==> config.mk <==
export PLATFORM = sky130hd
export DESIGN_NAME = float_copro_seq
export DESIGN_NICKNAME = d
export VERILOG_FILES = /design/src/rtl/float_copro_seq.sv
export SDC_FILE = /design/constraint.sdc
export NUM_CORES = 1
export LEC_CHECK = 0
export ABC_AREA = 1
export BUFFER_PORTS_ARGS = -buffer_cell sky130_fd_sc_hd__buf_4
export CAP_MARGIN = 20
export CORE_ASPECT_RATIO = 0.9
export CORE_MARGIN = 8
export CORE_UTILIZATION = 53
export CTS_CLUSTER_DIAMETER = 30
export DETAILED_ROUTE_END_ITERATION = 8
export GPL_TIMING_DRIVEN = 0
export PLACE_DENSITY = 0.86
export SYNTH_ARGS = -nofsm -noshare
export SYNTH_HDL_FRONTEND = slang
export SYNTH_SLANG_ARGS = --single-unit
==> constraint.sdc <==
create_clock -name clk_i -period 6.8 [get_ports clk_i]
set_input_delay 1.7 -clock clk_i [delete_from_list [all_inputs] [get_ports clk_i]]
set_output_delay 1.7 -clock clk_i [all_outputs]
set_load 0.03 [all_outputs]
==> src/rtl/float_copro_seq.sv <==
// Sequencer between the LM32 custom-instruction port and the shared multi-cycle float unit.
// Define FLOAT_COPRO_TIMEOUT_EN to add a WAIT watchdog that answers err 3 after TIMEOUT cycles.
module float_copro_seq #(
    parameter int NE      = 8,
    parameter int NM      = 23,
    parameter int TIMEOUT = 64,
    localparam int W      = 1 + NE + NM
) (
    input  logic         clk_i,
    input  logic         rst_i,
    input  logic         cmd_valid_i,
    output logic         cmd_ready_o,
    input  logic [2:0]   cmd_opcode_i,
    input  logic [W-1:0] cmd_op1_i,
    input  logic [W-1:0] cmd_op2_i,
    output logic         rsp_valid_o,
    input  logic         rsp_ready_i,
    output logic [W-1:0] rsp_result_o,
    output logic [1:0]   rsp_err_o,
    output logic         fu_start_o,
    output logic [1:0]   fu_sel_o,
    output logic [W-1:0] fu_op1_o,
    output logic [W-1:0] fu_op2_o,
    input  logic         fu_done_i,
    input  logic [W-1:0] fu_result_i
);

    typedef enum logic [2:0] {S_IDLE, S_DECODE, S_ISSUE, S_WAIT, S_RESP} state_t;

    state_t       state_q, state_d;
    logic [2:0]   opc_q, opc_d;
    logic [W-1:0] op1_q, op1_d, op2_q, op2_d, res_q, res_d;
    logic [1:0]   err_q, err_d, sel_q, sel_d;
    logic         z1, z2, sx;

    // Zero ignores the sign bit: +0 and -0 both take the fast paths.
    function automatic logic is_zero(input logic [W-1:0] v);
        return v[W-2:0] == '0;
    endfunction

    function automatic logic [W-1:0] signed_zero(input logic s);
        return {s, {(W-1){1'b0}}};
    endfunction

    function automatic logic [W-1:0] signed_inf(input logic s);
        return {s, {NE{1'b1}}, {NM{1'b0}}};
    endfunction

    assign z1 = is_zero(op1_q);
    assign z2 = is_zero(op2_q);
    assign sx = op1_q[W-1] ^ op2_q[W-1];

`ifdef FLOAT_COPRO_TIMEOUT_EN
    localparam int CW = $clog2(TIMEOUT + 1);
    logic [CW-1:0] cnt_q, cnt_d;
    logic          limit;
    assign limit = (cnt_q == CW'(TIMEOUT - 1));
`endif

    always_comb begin
        state_d = state_q;
        opc_d   = opc_q;
        op1_d   = op1_q;
        op2_d   = op2_q;
        res_d   = res_q;
        err_d   = err_q;
        sel_d   = sel_q;
`ifdef FLOAT_COPRO_TIMEOUT_EN
        cnt_d   = cnt_q;
`endif
        case (state_q)
            S_IDLE: begin
                if (cmd_valid_i) begin
                    opc_d   = cmd_opcode_i;
                    op1_d   = cmd_op1_i;
                    op2_d   = cmd_op2_i;
                    state_d = S_DECODE;
                end
            end
            S_DECODE: begin
                state_d = S_RESP;
                err_d   = 2'd0;
                if (opc_q[2]) begin
                    res_d = '0;
                    err_d = 2'd1;
                end else if (opc_q == 3'd2 && (z1 || z2)) begin
                    res_d = signed_zero(sx);
                end else if (opc_q == 3'd3 && z2) begin
                    res_d = signed_inf(sx);
                    err_d = 2'd2;
                end else if (opc_q == 3'd3 && z1) begin
                    res_d = signed_zero(sx);
                end else if (!opc_q[1] && z1) begin
                    res_d = {op2_q[W-1] ^ opc_q[0], op2_q[W-2:0]};
                end else if (!opc_q[1] && z2) begin
                    res_d = op1_q;
                end else begin
                    sel_d   = opc_q[1:0];
                    state_d = S_ISSUE;
                end
            end
            S_ISSUE: begin
                state_d = S_WAIT;
`ifdef FLOAT_COPRO_TIMEOUT_EN
                cnt_d   = '0;
`endif
            end
            S_WAIT: begin
                // A done arriving on the limit cycle takes priority over the watchdog.
                if (fu_done_i) begin
                    res_d   = fu_result_i;
                    err_d   = 2'd0;
                    state_d = S_RESP;
                end
`ifdef FLOAT_COPRO_TIMEOUT_EN
                else if (limit) begin
                    res_d   = signed_inf(1'b0);
                    err_d   = 2'd3;
                    state_d = S_RESP;
                end else begin
                    cnt_d = cnt_q + 1'b1;
                end
`endif
            end
            S_RESP: begin
                if (rsp_ready_i) state_d = S_IDLE;
            end
            default: state_d = S_IDLE;
        endcase
    end

    always_ff @(posedge clk_i or posedge rst_i) begin
        if (rst_i) begin
            state_q <= S_IDLE;
            opc_q   <= '0;
            op1_q   <= '0;
            op2_q   <= '0;
            res_q   <= '0;
            err_q   <= '0;
            sel_q   <= '0;
`ifdef FLOAT_COPRO_TIMEOUT_EN
            cnt_q   <= '0;
`endif
        end else begin
            state_q <= state_d;
            opc_q   <= opc_d;
            op1_q   <= op1_d;
            op2_q   <= op2_d;
            res_q   <= res_d;
            err_q   <= err_d;
            sel_q   <= sel_d;
`ifdef FLOAT_COPRO_TIMEOUT_EN
            cnt_q   <= cnt_d;
`endif
        end
    end

    assign cmd_ready_o  = (state_q == S_IDLE);
    assign rsp_valid_o  = (state_q == S_RESP);
    assign fu_start_o   = (state_q == S_ISSUE);
    assign fu_sel_o     = sel_q;
    assign fu_op1_o     = op1_q;
    assign fu_op2_o     = op2_q;
    assign rsp_result_o = res_q;
    assign rsp_err_o    = err_q;

endmodule

==> out/qor.csv <==
metric;value;unit
outcome;complete, no violations;
Synth Flop Type;dfrtp_1;
H-tree depth;3;
core area;9700;um2
number of CTS-inserted buffers;9;
drt wl/cell;17.7;um
Mean Syn Cell Area;7.48;um2
post_cts resized;0;
Final setup viols;0;
Tmin final;2970;ps
worst skew pair latency;390;ps
Post-synth EDFFs;0;
RSZ-0062 raised after global routing;false;
Clock transition at path regs;100;ps
CP Class;register to output pin;
Worst EP arrival;1270;ps
async set-or-reset flop fraction in the synthesized netlist;100;%
Max-Cap Viols;0;
Critical Path End Type;output pin;
setup_tns;0;ps
final wirelength;18.7;mm
DR pass1 iterations;5;
Critical Path RT;5100;ps
CTS Sinks;106;
Seq/Total Area, Yosys;50.2;%
CTS tree;yes;
die height;111;um
Residual DRC;0;
dpl cells;1039;
Synth Instances;706;
fraction of layout cells with a size suffix above 1;31.6;%
RePlAce Congestion;0.893;
Cell Rows;34;
Static Leak;3.84;nW
Via Count;5649;
Port Buffer Count;206;
initial antenna violation count;0;
post-CTS setup buffer count;0;
Hold Vio Cnt, Final;0;
1st-iter DRT viols;630;
Hold Slack;490;ps
fin nets;1028;
Hold Buf Count CTS;0;
Layout Skew;13.8;ps
first-pass GRT wire length;29.1;mm
post-route ant nets;0;
Non-Filler Instances;1055;
normalized max-slew margin;62.5;%
largest net degree at the start of global routing;73;
Synth Cell Area;5280;um2
post-route setup slack;3830;ps
remaining global-route overflow;0;
Worst Path Max Fanout;4;
# IOs;207;
peak supply drop;0.318;mV
f_max;337;MHz
Die X;121;um
die area;13400;um2
Syn Nets;810;
DP Area;7010;um2
number of global-route vias before repair;5753;
startpoint types;register;
post-route cell area;7200;um2
max-slew violations;0;
P&R area growth vs syn;36.4;%
Antenna Cells;0;
Root Driver;clkbuf_8;
Yosys cell types;25;
placed wire-length estimate;14.9;mm
register bit total from synthesis;106;
initial core utilization;54.4;%
yosys warns;0;
fin crit share;43.6;%
Place WS;3810;ps
total track usage;27.5;%
Via density;5.35;
worst-margin pin slew;563;ps
pwr/cell area;507;nW/um2
CTS Buffer Depth;2;
Hold Crit Class;register to register;
[kinds of logic (layout without fill, tap and decap cells)]
| kind of cell | Yosys count | in the layout | synth area share [%] |
|---|---|---|---|
| flip-flops | 106 | 106 | 50.2 |
| buffers and inverters | 101 | 324 | 7.82 |
| XOR/XNOR | 2 | 2 | 0.332 |
| AND/OR/NAND/NOR | 404 | 404 | 30.9 |
| AO/OA/AOI/OAI | 79 | 79 | 7.73 |
| multiplexers | 14 | 14 | 2.99 |
[Yosys cell counts, types with 5 or more instances]
cell type / n / area [um2]
nand2_1: 174 / 653
nor2_1: 147 / 552
dfrtp_1: 106 / 2650
nand3_1: 74 / 370
a21oi_1: 73 / 365
inv_2: 44 / 165
inv_1: 22 / 82.6
buf_2: 15 / 75.1
buf_1: 11 / 41.3
mux2_1: 9 / 101
clkbuf_1: 6 / 22.5
mux2_2: 5 / 56.3
[cell type report]
class	count	area [um2]
repair buffers	207	1570
clock buffers	10	128
flip-flops and latches	106	2650
well taps	126	158
inverters	67	254
clock inverters	6	61.3
multi-input cells	499	2210
fillers	800	2500
plain buffers	34	161
[per-layer routing]
layer	GRT usage (%)	wire length [um]	vias to the layer above	share of wire [%]
met5	0	0	-	0
met4	10.1	462	0	2.5
met3	8.10	1790	37	9.6
met2	45.1	9130	316	49
met1	33.3	7290	2630	39
li1	-	-	2666	-
[flip-flops by register name, summed over array words and instances (netlist names)]
signal / flops
fu_op1_o: 32
fu_op2_o: 32
rsp_result_o: 32
opc_q: 3
state_q: 3
fu_sel_o: 2
rsp_err_o: 2
[path summary, 6_finish.rpt]
path                            slack [ps]                         start  depth (start not counted)                           end
max in group asynchronous             4770                         rst_i                          3      fu_op1_o[17]$_DFFE_PP0P_
worst max register to register        4780      fu_op1_o[30]$_DFFE_PP0P_                         13  rsp_result_o[15]$_DFFE_PP0P_
worst min-delay path                   490  rsp_result_o[17]$_DFFE_PP0P_                          2  rsp_result_o[17]$_DFFE_PP0P_
worst min register to register         490  rsp_result_o[17]$_DFFE_PP0P_                          2  rsp_result_o[17]$_DFFE_PP0P_
min in group asynchronous             1330                         rst_i                          2       fu_sel_o[0]$_DFFE_PP0P_
worst max-delay path                  3830        state_q[2]$_DFFE_PP0P_                          4                    fu_start_o
[stage by stage]
stage	total power [W]	utilization (%)
after detailed placement	0.00327	72.3
after global routing	0.00387	74.3
final	0.00365	74.3
after global placement	0.00321	72.0
after CTS	0.00366	74.3
after floorplan	0.00243	-
[critical path, cell delays in order, from the launching register on]
cell,delay [ps]
dfrtp_1,410
nor2_1,90
inv_1,80
nor2_1,130
buf_4,180
[layout by cell type (no fill, tap or decap)]
master      synthesis  final
nor2_2              2      2
clkinvlp_4          0      1
nand3b_1            1      1
mux2_1              9      9
nand2_1           174    174
buf_16              0      1
clkbuf_8            0      9
inv_4               0      1
o21ai_0             2      2
nand4_1             2      2
dfrtp_1           106    106
clkbuf_1            6      7
inv_6               0      2
nor3_1              2      2
clkinv_1            1      1
buf_2              15     15
clkinv_4            0      1
buf_1              11     11
buf_4               0    206
buf_6               2      2
a21oi_1            73     73
inv_8               0      1
nand2_2             2      2
clkinv_8            0      1
inv_1              22     21
xor2_1              1      1
nand3_1            74     74
o22ai_1             2      2
inv_2              44     44
a21boi_2            1      1
xnor2_1             1      1
o311ai_0            1      1
mux2_2              5      5
nor2_1            147    147
[power by group]
| part | switching, W | total, W | internal, W | leakage, nW |
|---|---|---|---|---|
| clock | 0.000238 | 0.000380 | 0.000142 | 0.0922 |
| sequential | 0.000251 | 0.00117 | 0.000915 | 1.23 |
| combinational | 0.00140 | 0.00211 | 0.000711 | 2.51 |
| total | 0.00189 | 0.00365 | 0.00177 | 3.84 |
(Power assumes the default switching activity.)
